### config.mk
export PLATFORM = sky130hd
export DESIGN_NAME = time_program
export DESIGN_NICKNAME = d
export VERILOG_FILES = /design/src/rtl/time_program_pkg.sv /design/src/rtl/time_program_edge_detect.sv /design/src/rtl/time_program.sv
export SDC_FILE = /design/constraint.sdc
export NUM_CORES = 1
export LEC_CHECK = 0
export CAP_MARGIN = 20
export CELL_PAD_IN_SITES_DETAIL_PLACEMENT = 0
export CELL_PAD_IN_SITES_GLOBAL_PLACEMENT = 2
export CORE_ASPECT_RATIO = 1.2
export CORE_MARGIN = 2
export CORE_UTILIZATION = 39
export CTS_BUF_LIST = sky130_fd_sc_hd__clkbuf_4 sky130_fd_sc_hd__clkbuf_8 sky130_fd_sc_hd__clkbuf_16
export CTS_CLUSTER_SIZE = 12
export DETAILED_ROUTE_END_ITERATION = 16
export DONT_BUFFER_PORTS = 1
export PLACE_DENSITY_LB_ADDON = 0.15
export SYNTH_ARGS = -nofsm -noshare
export SYNTH_HDL_FRONTEND = slang
export SYNTH_SLANG_ARGS = --single-unit
### constraint.sdc
create_clock -name clk -period 1.65 [get_ports clk]
set_input_delay 0.0825 -clock clk [delete_from_list [all_inputs] [get_ports clk]]
set_output_delay 0.0825 -clock clk [all_outputs]
set_load 0.01 [all_outputs]
### src/rtl/time_program_pkg.sv
// Shared egg-timer definitions: FSM state encoding, edited-digit encoding,
// BCD wrap limits and the digit increment helper.
package time_program_pkg;

  typedef enum logic [1:0] {
    ST_IDLE = 2'd0,
    ST_EDIT = 2'd1,
    ST_RUN  = 2'd2,
    ST_DONE = 2'd3
  } state_t;

  localparam logic [1:0] DIG_SEC  = 2'd0;
  localparam logic [1:0] DIG_TSEC = 2'd1;
  localparam logic [1:0] DIG_MIN  = 2'd2;
  localparam logic [1:0] DIG_TMIN = 2'd3;

  localparam logic [3:0] UNITS_MAX = 4'd9;
  localparam logic [3:0] TENS_MAX  = 4'd5;

  localparam int unsigned ALARM_CNT_W = 4;

  // Wrap to zero at or above the limit so a digit can never leave BCD range.
  function automatic logic [3:0] bcd_inc(input logic [3:0] val, input logic [3:0] lim);
    return (val >= lim) ? 4'd0 : val + 4'd1;
  endfunction

endpackage

### src/rtl/time_program_edge_detect.sv
// Rising-edge detector for a synchronous, debounced button level.
// History resets to 0 so a button held through reset release still
// produces an event on the first edge afterwards.
module edge_detect (
  input  logic clk,
  input  logic reset,
  input  logic in,
  output logic rise
);

  logic in_prev;

  // Remember the level seen on the previous clock edge.
  always_ff @(posedge clk or posedge reset) begin
    if (reset) in_prev <= 1'b0;
    else       in_prev <= in;
  end

  assign rise = in & ~in_prev;

endmodule

### src/rtl/time_program.sv
// Cook-time programming controller for the egg timer.
//
// state | meaning
// IDLE  | waiting; programmed time held, set enters EDIT, start runs
// EDIT  | editing digit digit_sel with inc, set advances the digit
// RUN   | time_count enabled, digits frozen, start cancels
// DONE  | alarm sounding for ALARM_SECS seconds or until any button
module time_program
  import time_program_pkg::*;
#(
  parameter int unsigned ALARM_SECS = 5
) (
  input  logic       clk,
  input  logic       reset,
  input  logic       pulse_1s,
  input  logic       btn_set,
  input  logic       btn_inc,
  input  logic       btn_start,
  input  logic       timer_done,
  output logic [3:0] seconds_prog,
  output logic [3:0] tens_seconds_prog,
  output logic [3:0] minutes_prog,
  output logic [3:0] tens_minutes_prog,
  output logic       timer_on,
  output logic [1:0] digit_sel,
  output logic       edit_mode,
  output logic       alarm
);

  localparam logic [ALARM_CNT_W-1:0] ALARM_LOAD = ALARM_CNT_W'(ALARM_SECS);

  logic set_ev, inc_ev, start_ev;

  state_t state_q, state_d;
  logic [3:0] sec_q, tsec_q, min_q, tmin_q;
  logic [3:0] sec_d, tsec_d, min_d, tmin_d;
  logic [1:0] sel_q, sel_d;
  logic [ALARM_CNT_W-1:0] cnt_q, cnt_d;
  logic any_ev, time_nonzero;

  edge_detect u_set (
    .clk   (clk),
    .reset (reset),
    .in    (btn_set),
    .rise  (set_ev)
  );

  edge_detect u_inc (
    .clk   (clk),
    .reset (reset),
    .in    (btn_inc),
    .rise  (inc_ev)
  );

  edge_detect u_start (
    .clk   (clk),
    .reset (reset),
    .in    (btn_start),
    .rise  (start_ev)
  );

  assign any_ev       = set_ev | inc_ev | start_ev;
  assign time_nonzero = |{sec_q, tsec_q, min_q, tmin_q};

  // Next-state, digit edit and alarm-counter logic; start > set > inc.
  always_comb begin
    state_d = state_q;
    sec_d   = sec_q;
    tsec_d  = tsec_q;
    min_d   = min_q;
    tmin_d  = tmin_q;
    sel_d   = sel_q;
    cnt_d   = cnt_q;

    unique case (state_q)
      ST_IDLE: begin
        if (start_ev) begin
          if (time_nonzero) begin
            state_d = ST_RUN;
            sel_d   = DIG_SEC;
          end
        end else if (set_ev) begin
          state_d = ST_EDIT;
          sel_d   = DIG_SEC;
        end
      end

      ST_EDIT: begin
        if (start_ev) begin
          if (time_nonzero) begin
            state_d = ST_RUN;
            sel_d   = DIG_SEC;
          end
        end else if (set_ev) begin
          if (sel_q == DIG_TMIN) begin
            state_d = ST_IDLE;
            sel_d   = DIG_SEC;
          end else begin
            sel_d = sel_q + 2'd1;
          end
        end else if (inc_ev) begin
          unique case (sel_q)
            DIG_SEC:  sec_d  = bcd_inc(sec_q,  UNITS_MAX);
            DIG_TSEC: tsec_d = bcd_inc(tsec_q, TENS_MAX);
            DIG_MIN:  min_d  = bcd_inc(min_q,  UNITS_MAX);
            DIG_TMIN: tmin_d = bcd_inc(tmin_q, UNITS_MAX);
            default:  ;
          endcase
        end
      end

      ST_RUN: begin
        // Expiry wins over a same-cycle cancel so the alarm is never lost.
        if (timer_done) begin
          state_d = ST_DONE;
          cnt_d   = ALARM_LOAD;
        end else if (start_ev) begin
          state_d = ST_IDLE;
        end
      end

      ST_DONE: begin
        if (any_ev) begin
          state_d = ST_IDLE;
          cnt_d   = '0;
        end else if (pulse_1s) begin
          if (cnt_q <= ALARM_CNT_W'(1)) begin
            state_d = ST_IDLE;
            cnt_d   = '0;
          end else begin
            cnt_d = cnt_q - ALARM_CNT_W'(1);
          end
        end else if (cnt_q == '0) begin
          state_d = ST_IDLE;
        end
      end

      default: state_d = ST_IDLE;
    endcase
  end

  // State, programmed digits and alarm counter registers.
  always_ff @(posedge clk or posedge reset) begin
    if (reset) begin
      state_q <= ST_IDLE;
      sec_q   <= '0;
      tsec_q  <= '0;
      min_q   <= '0;
      tmin_q  <= '0;
      sel_q   <= DIG_SEC;
      cnt_q   <= '0;
    end else begin
      state_q <= state_d;
      sec_q   <= sec_d;
      tsec_q  <= tsec_d;
      min_q   <= min_d;
      tmin_q  <= tmin_d;
      sel_q   <= sel_d;
      cnt_q   <= cnt_d;
    end
  end

  // Status outputs come straight from flops, decoded from the next state.
  always_ff @(posedge clk or posedge reset) begin
    if (reset) begin
      timer_on  <= 1'b0;
      edit_mode <= 1'b0;
      alarm     <= 1'b0;
    end else begin
      timer_on  <= (state_d == ST_RUN);
      edit_mode <= (state_d == ST_EDIT);
      alarm     <= (state_d == ST_DONE);
    end
  end

  assign seconds_prog      = sec_q;
  assign tens_seconds_prog = tsec_q;
  assign minutes_prog      = min_q;
  assign tens_minutes_prog = tmin_q;
  assign digit_sel         = sel_q;

endmodule

==> results of run 1 <==
[synth_stat cells (all sizes together), types with 2 or more instances]
library cell   n
nand2b         7
and2           3
nand3          7
a41oi          4
nor2          14
dfrtp         30
inv           16
a21oi          2
nand2         23
a21o           2
o21ai         24
nor3           7
a31oi          2
o31ai          2
nor4bb         2
or2b           2
nand3b         3
nand4          2
buf            3
ha            23
[flip-flops by register name (all words and copies together), names as in the netlist, 2 cells and up]
| signal | count |
|---|---|
| cnt_q | 4 |
| seconds_prog | 4 |
| tens_seconds_prog | 4 |
| tens_minutes_prog | 4 |
| digit_sel | 2 |
| state_q | 2 |
| minutes_prog | 4 |
[cell families after synthesis]
family                     count (synthesis)  synth area share (%)
adders and majority gates                 23                  16.1
AOI/OAI and AO/OA                         41                  13.9
DFF                                       30                  42.1
buffers and inverters                     19                  5.26
and+or+nand+nor                           75                  22.6
[worst max-delay path: cells and delay by family, from the launching register on]
kind,cells,cell delay [ns]
AND/OR/NAND/NOR,3,0.53
adder cells (fa/ha/maj),1,0.15
buffers and inverters,1,0.08
AO/OA/AOI/OAI,2,0.34
flip-flops,1,0.38
[per-layer routing]
| metal | GRT usage [%] | wire [microns] |
|---|---|---|
| met1 | 17.9 | 1520 |
| met4 | 5.63 | 48 |
| met3 | 4.73 | 246 |
| met5 | 0 | 0 |
| met2 | 30.1 | 2130 |
[worst max-delay path by stage]
stage                               endpoint                              from
floorplan           digit_sel[0]$_DFFE_PP0P_  tens_minutes_prog[0]$_DFFE_PP0P_
global placement        state_q[1]$_DFF_PP0_              cnt_q[0]$_DFFE_PP0P_
detailed placement  digit_sel[1]$_DFFE_PP0P_  tens_minutes_prog[0]$_DFFE_PP0P_
CTS                 digit_sel[1]$_DFFE_PP0P_  tens_minutes_prog[0]$_DFFE_PP0P_
global route        digit_sel[1]$_DFFE_PP0P_       minutes_prog[0]$_DFFE_PP0P_
finish              digit_sel[1]$_DFFE_PP0P_       minutes_prog[0]$_DFFE_PP0P_
[final cells by class]
class / instances / area share, %
flip-flops and latches: 30 / 33.5
clock buffers: 7 / 4.02
well taps: 56 / 3.12
multi-input cells: 139 / 46.0
repair buffers: 28 / 10.5
clock inverters: 1 / 0.223
inverters: 16 / 2.68
[cell usage in the layout, fill, tap and decap left out, drive strengths merged, types with 2 or more instances in the layout]
cell type    count
nor4bb           2
a21oi            2
nand4            2
nand2           23
a21o             2
a41oi            4
and2             3
o31ai            2
nor2            14
buf             23
a31oi            2
dlygate4sd3      5
nor3             7
nand3            7
o21ai           24
nand2b           7
ha              23
or2b             2
nand3b           3
inv             16
clkbuf           7
dfrtp           30
[power groups by stage]
stage	clock network (W)	registers, W	logic, W
finish	0.000626	0.00107	0.00110
global route	0.000682	0.00109	0.00123
CTS	0.000653	0.00106	0.000999
detailed placement	0	0.00107	0.000958
global placement	0	0.00105	0.000933
floorplan	0	0.00109	0.000592
[through the flow]
step | instances | total power (W) | setup slack (ns)
2_1_floorplan | 188 | 0.00168 | 0.106
3_5_place_dp | 263 | 0.00202 | -0.0586
3_3_place_gp | 263 | 0.00198 | -0.0709
6_report | 277 | 0.00279 | 0.100
5_1_grt | 277 | 0.00301 | -0.0198
4_1_cts | 276 | 0.00271 | 0.00692
[timing repair]
item	in CTS	in global routing
hold buffers	5	0
endpoints found under the hold margin	18	0
gates resized for setup	5	16
pin swaps	0	6
setup buffers	0	1
setup endpoints to repair	4	22
==> results.json, run 1 <==
{
  "outcome": "finished clean",
  "hold_start": "timer_done",
  "pwr-share-clk_pct": 22.4,
  "period_share_pct": 93.9,
  "cts_tree": "yes",
  "path_cells": "inv_1, ha_1, nor4bb_4, a41oi_2, nand2b_2, nand2_1, o21ai_1",
  "power.share.combinational_pct": 39.3,
  "final-seq-area_sq_um": 752,
  "fin_area_sq_um": 2240,
  "swShare_pct": 36.6,
  "clockRootBuffer": "clkbuf_8",
  "path_clk_slew_ns": 0.06,
  "slew_viol_final": 0,
  "maxSlewHeadroom_pct": 56.8,
  "ios": 28,
  "final_nets": 250,
  "tns_ns": 0,
  "drv_cap": 0,
  "fin_crit_ns": 1.55,
  "cts.path.max_buffers": 2,
  "worst_pin_slew_ns": 0.647,
  "synth-seq-cells": 30,
  "hold_class": "input pin to register",
  "pwr-share-seq_pct": 38.2,
  "hold_violations": 0,
  "grt_pass1_vias": 1427,
  "drtPass1Iterations": 4,
  "syn-cell-area_sq_um": 1780,
  "cp.required_ns": 1.85,
  "synth_edf_count": 0,
  "hpwl_microns": 3050,
  "cts_made_buffers": 5,
  "n_fill_cell": 421,
  "syn-num-nets": 218,
  "syn_area_per_cell_sq_um": 9.48,
  "slowest_stage": "dfrtp_1",
  "grt_pass1_wl_microns": 6510,
  "htreeDepth": 2,
  "drive_above_1_share_pct": 24.0,
  "vias": 1458,
  "ant_nets": 0,
  "p_sw_w": 0.00102,
  "drc": 0,
  "p_int_w": 0.00177,
  "cts_sinks": 30,
  "die_y_microns": 78.1,
  "ys_async_sr_fraction_pct": 100,
  "critPathMaxStageDelay_ns": 0.38,
  "syn_to_final_growth_pct": 25.8,
  "grt_util_all_layers_pct": 16.5,
  "diodes": 0,
  "vdd_drop_max_mv": 0.721,
  "dpl_cell_area_sq_um": 2000,
  "coreArea_sq_um": 4330,
  "synth_warnings": 0,
  "start_util_pct": 41.2,
  "syn-instance-count": 188,
  "r2r-start": "minutes_prog[0]$_DFFE_PP0P_",
  "antenna_found_initial": 0,
  "power.leakage_nw": 1.01,
  "globalplace.congestion": 0.765,
  "hold-worst-slack_ns": 0.108,
  "routed_wl_microns": 3950,
  "rrSetupSlack_ns": 0.10,
  "yosys_most_used_dff": "dfrtp_1",
  "yosys.area.top_type": "dfrtp_1",
  "path_class": "register to register",
  "die-area_sq_um": 5130,
  "hold_depth": 4,
  "synth.distinct_cells": 33,
  "hold_path_end": "alarm$_DFF_PP0_",
  "drt_iter0_markers": 51,
  "wl_per_cell_microns": 14.3,
  "clock.fmax_mhz": 645,
  "finalClockSkew_ns": 0.00387,
  "vias_per_cell": 5.26,
  "rows": 26,
  "grt_max_degree": 17,
  "r2r_cells": 7,
  "cp_data_arrival_time_ns": 1.75,
  "setup_viol": 0,
  "ys_seq_area_share_pct": 42.1,
  "netlist_top_cells_area": "dfrtp_1, ha_1, o21ai_0",
  "p_per_area_nw_per_um2": 1240,
  "grt_overflow": 0,
  "synth_top_area_share_pct": 42.1,
  "multi_input_area_sq_um": 1030,
  "die_w_microns": 65.7,
  "clk_latency_ns": 0.28,
  "grt_setup_unrepaired": "yes",
  "rr_endpoint": "digit_sel[1]$_DFFE_PP0P_",
  "portBuffers": 0,
  "critPathCaptureType": "register",
  "utilization_pct": 51.9,
  "worstSetupStartpointType": "register",
  "critPathMaxFanout": 4
}
Power figures use the tool's default switching activity.
==> run 2, diff against run 1 <==
Settings changed: CORE_UTILIZATION 39 to 42.
Clock period 1.65 ns to 1.9 ns, I/O delays scaled along.
==> results.json, run 2 (same netlist as run 1, synthesis figures left out) <==
{
  "outcome": "finished clean",
  "pwr-share-clk_pct": 32.9,
  "setup_viol": 0,
  "hold_violations": 0,
  "critPathMaxStageDelay_ns": 0.45,
  "p_int_w": 0.00165,
  "cts.path.max_buffers": 2,
  "hold_class": "input pin to register",
  "syn_to_final_growth_pct": 17.9,
  "finalClockSkew_ns": 0.00526,
  "coreArea_sq_um": 4000,
  "p_per_area_nw_per_um2": 1180,
  "grt_max_degree": 18,
  "slowest_stage": "dfrtp_1",
  "wl_per_cell_microns": 14.2,
  "vdd_drop_max_mv": 0.533,
  "path_class": "register to register",
  "die-area_sq_um": 4780,
  "power.leakage_nw": 0.951,
  "final_nets": 235,
  "final_common_cell": "dfrtp_1",
  "cts_sinks": 30,
  "portBuffers": 0,
  "clock.fmax_mhz": 571,
  "swShare_pct": 33.5,
  "worstSetupStartpointType": "register",
  "grt_setup_unrepaired": "no",
  "power.share.combinational_pct": 29.1,
  "start_util_pct": 44.5,
  "pwr-share-seq_pct": 38.0,
  "p_sw_w": 0.000829,
  "clockRootBuffer": "clkbuf_8",
  "grt_util_all_layers_pct": 17.3,
  "maxSlewHeadroom_pct": 60.0,
  "grt_pass1_wl_microns": 6330,
  "tns_ns": 0,
  "vias": 1342,
  "cts_setup_buffers": 0,
  "grt_overflow": 0,
  "cp.required_ns": 2.10,
  "critPathBufInv": 1,
  "critPathCaptureType": "register",
  "die_y_microns": 75.4,
  "diodes": 0,
  "cp_top_family": "simple AND/OR/NAND/NOR gates",
  "drv_cap": 0,
  "htreeDepth": 2,
  "fin_crit_ns": 1.75,
  "vias_per_cell": 5.16,
  "drtPass1Iterations": 4,
  "slew_viol_final": 0,
  "hold-worst-slack_ns": 0.0937,
  "cts_tree": "yes",
  "drc": 0,
  "period_share_pct": 92.2,
  "rows": 25,
  "hpwl_microns": 2760,
  "globalplace.congestion": 0.809,
  "routed_wl_microns": 3700,
  "drive_above_1_share_pct": 13.1,
  "clk_latency_ns": 0.28,
  "antenna_found_initial": 0,
  "final_cell_mix": "dfrtp_1, nand2_1, o21ai_0, ha_1, inv_1",
  "ios": 28,
  "worst_pin_slew_ns": 0.599,
  "cp_data_arrival_time_ns": 1.95,
  "ant_nets": 0,
  "cts_made_buffers": 5,
  "path_clk_slew_ns": 0.07,
  "path_cells": "inv_1, ha_1, nor4bb_2, a41oi_2, nand2b_2, nand2_1, o21ai_0",
  "grt_pass1_vias": 1377,
  "drt_iter0_markers": 30,
  "critPathMaxFanout": 4,
  "die_w_microns": 63.5
}
[run 2: cell count changes in the layout (fill, tap and decap cells not counted), moves of 2 or more]
cell / previous run / this run
buf_4: 22 / 7
bufinv_16: 0 / 2
ha_1: 21 / 23
ha_4: 2 / 0
inv_1: 14 / 16
inv_2: 2 / 0
nor4bb_2: 0 / 2
nor4bb_4: 2 / 0
[run 2: area by class of cell]
class                      count  area (sq um)
clock buffer                   6          82.6
clock inverter                 2          60.1
fill                         394          1900
inverter                      16          60.1
multi-input combinational    139           958
sequential                    30           751
tap                           54          67.6
timing repair buffer          13           123
[run 2: per-stage QoR]
stage / instances / power (W) / setup slack, ns / cell area [sq um] / util [%]
3_5_place_dp: 247 / 0.00166 / 0.106 / 1890 / 47.2
3_3_place_gp: 247 / 0.00164 / 0.0889 / 1890 / 47.2
6_report: 260 / 0.00248 / 0.149 / 2100 / 52.5
2_1_floorplan: 188 / 0.00146 / 0.356 / 1780 / -
4_1_cts: 260 / 0.00249 / 0.0872 / 2080 / 52.0
5_1_grt: 260 / 0.00266 / 0.00615 / 2100 / 52.5
[run 2: routing by layer]
layer  GRT usage, %  part of all wire (%)  vias to the layer above
met1           20.4                    46                      624
met3           4.73                   5.1                        4
met5              0                     0                        -
met2           29.8                    48                       30
li1               -                     -                      684
met4           8.45                   1.1                        0
[run 2: final timing paths]
kind                            slack [ns]  cells past startpoint                          endpoint                             start
worst min-delay path                  0.09                      4                   alarm$_DFF_PP0_                        timer_done
worst max-delay path                  0.15                      7          digit_sel[1]$_DFFE_PP0P_  tens_minutes_prog[1]$_DFFE_PP0P_
max in group asynchronous             1.08                      3  tens_minutes_prog[1]$_DFFE_PP0P_                             reset
worst min register to register        0.56                      2              cnt_q[1]$_DFFE_PP0P_              cnt_q[1]$_DFFE_PP0P_
min in group asynchronous             0.32                      2              cnt_q[2]$_DFFE_PP0P_                             reset
worst max register to register        0.15                      7          digit_sel[1]$_DFFE_PP0P_  tens_minutes_prog[1]$_DFFE_PP0P_
[run 2: worst reg2reg max path, delay by kind of cell (launching register included)]
kind / cells / cell delay [ns]
simple gates: 3 / 0.56
flops: 1 / 0.45
compound gates: 2 / 0.35
fa+ha+maj: 1 / 0.18
buf+inv: 1 / 0.14
[run 2: power groups by stage]
stage	combinational, W	clock [W]	sequential, W
after floorplan	0.000514	0	0.000948
after global placement	0.000691	0	0.000950
after detailed placement	0.000706	0	0.000950
after CTS	0.000716	0.000835	0.000940
after global routing	0.000834	0.000854	0.000968
final	0.000720	0.000815	0.000942
[run 2: what timing repair did]
action / 4_1_cts / 5_1_grt
endpoints found under the hold margin: 17 / 0
hold buffers: 5 / 0
gates resized for setup: 0 / 3
endpoints found under the setup margin: 0 / 2
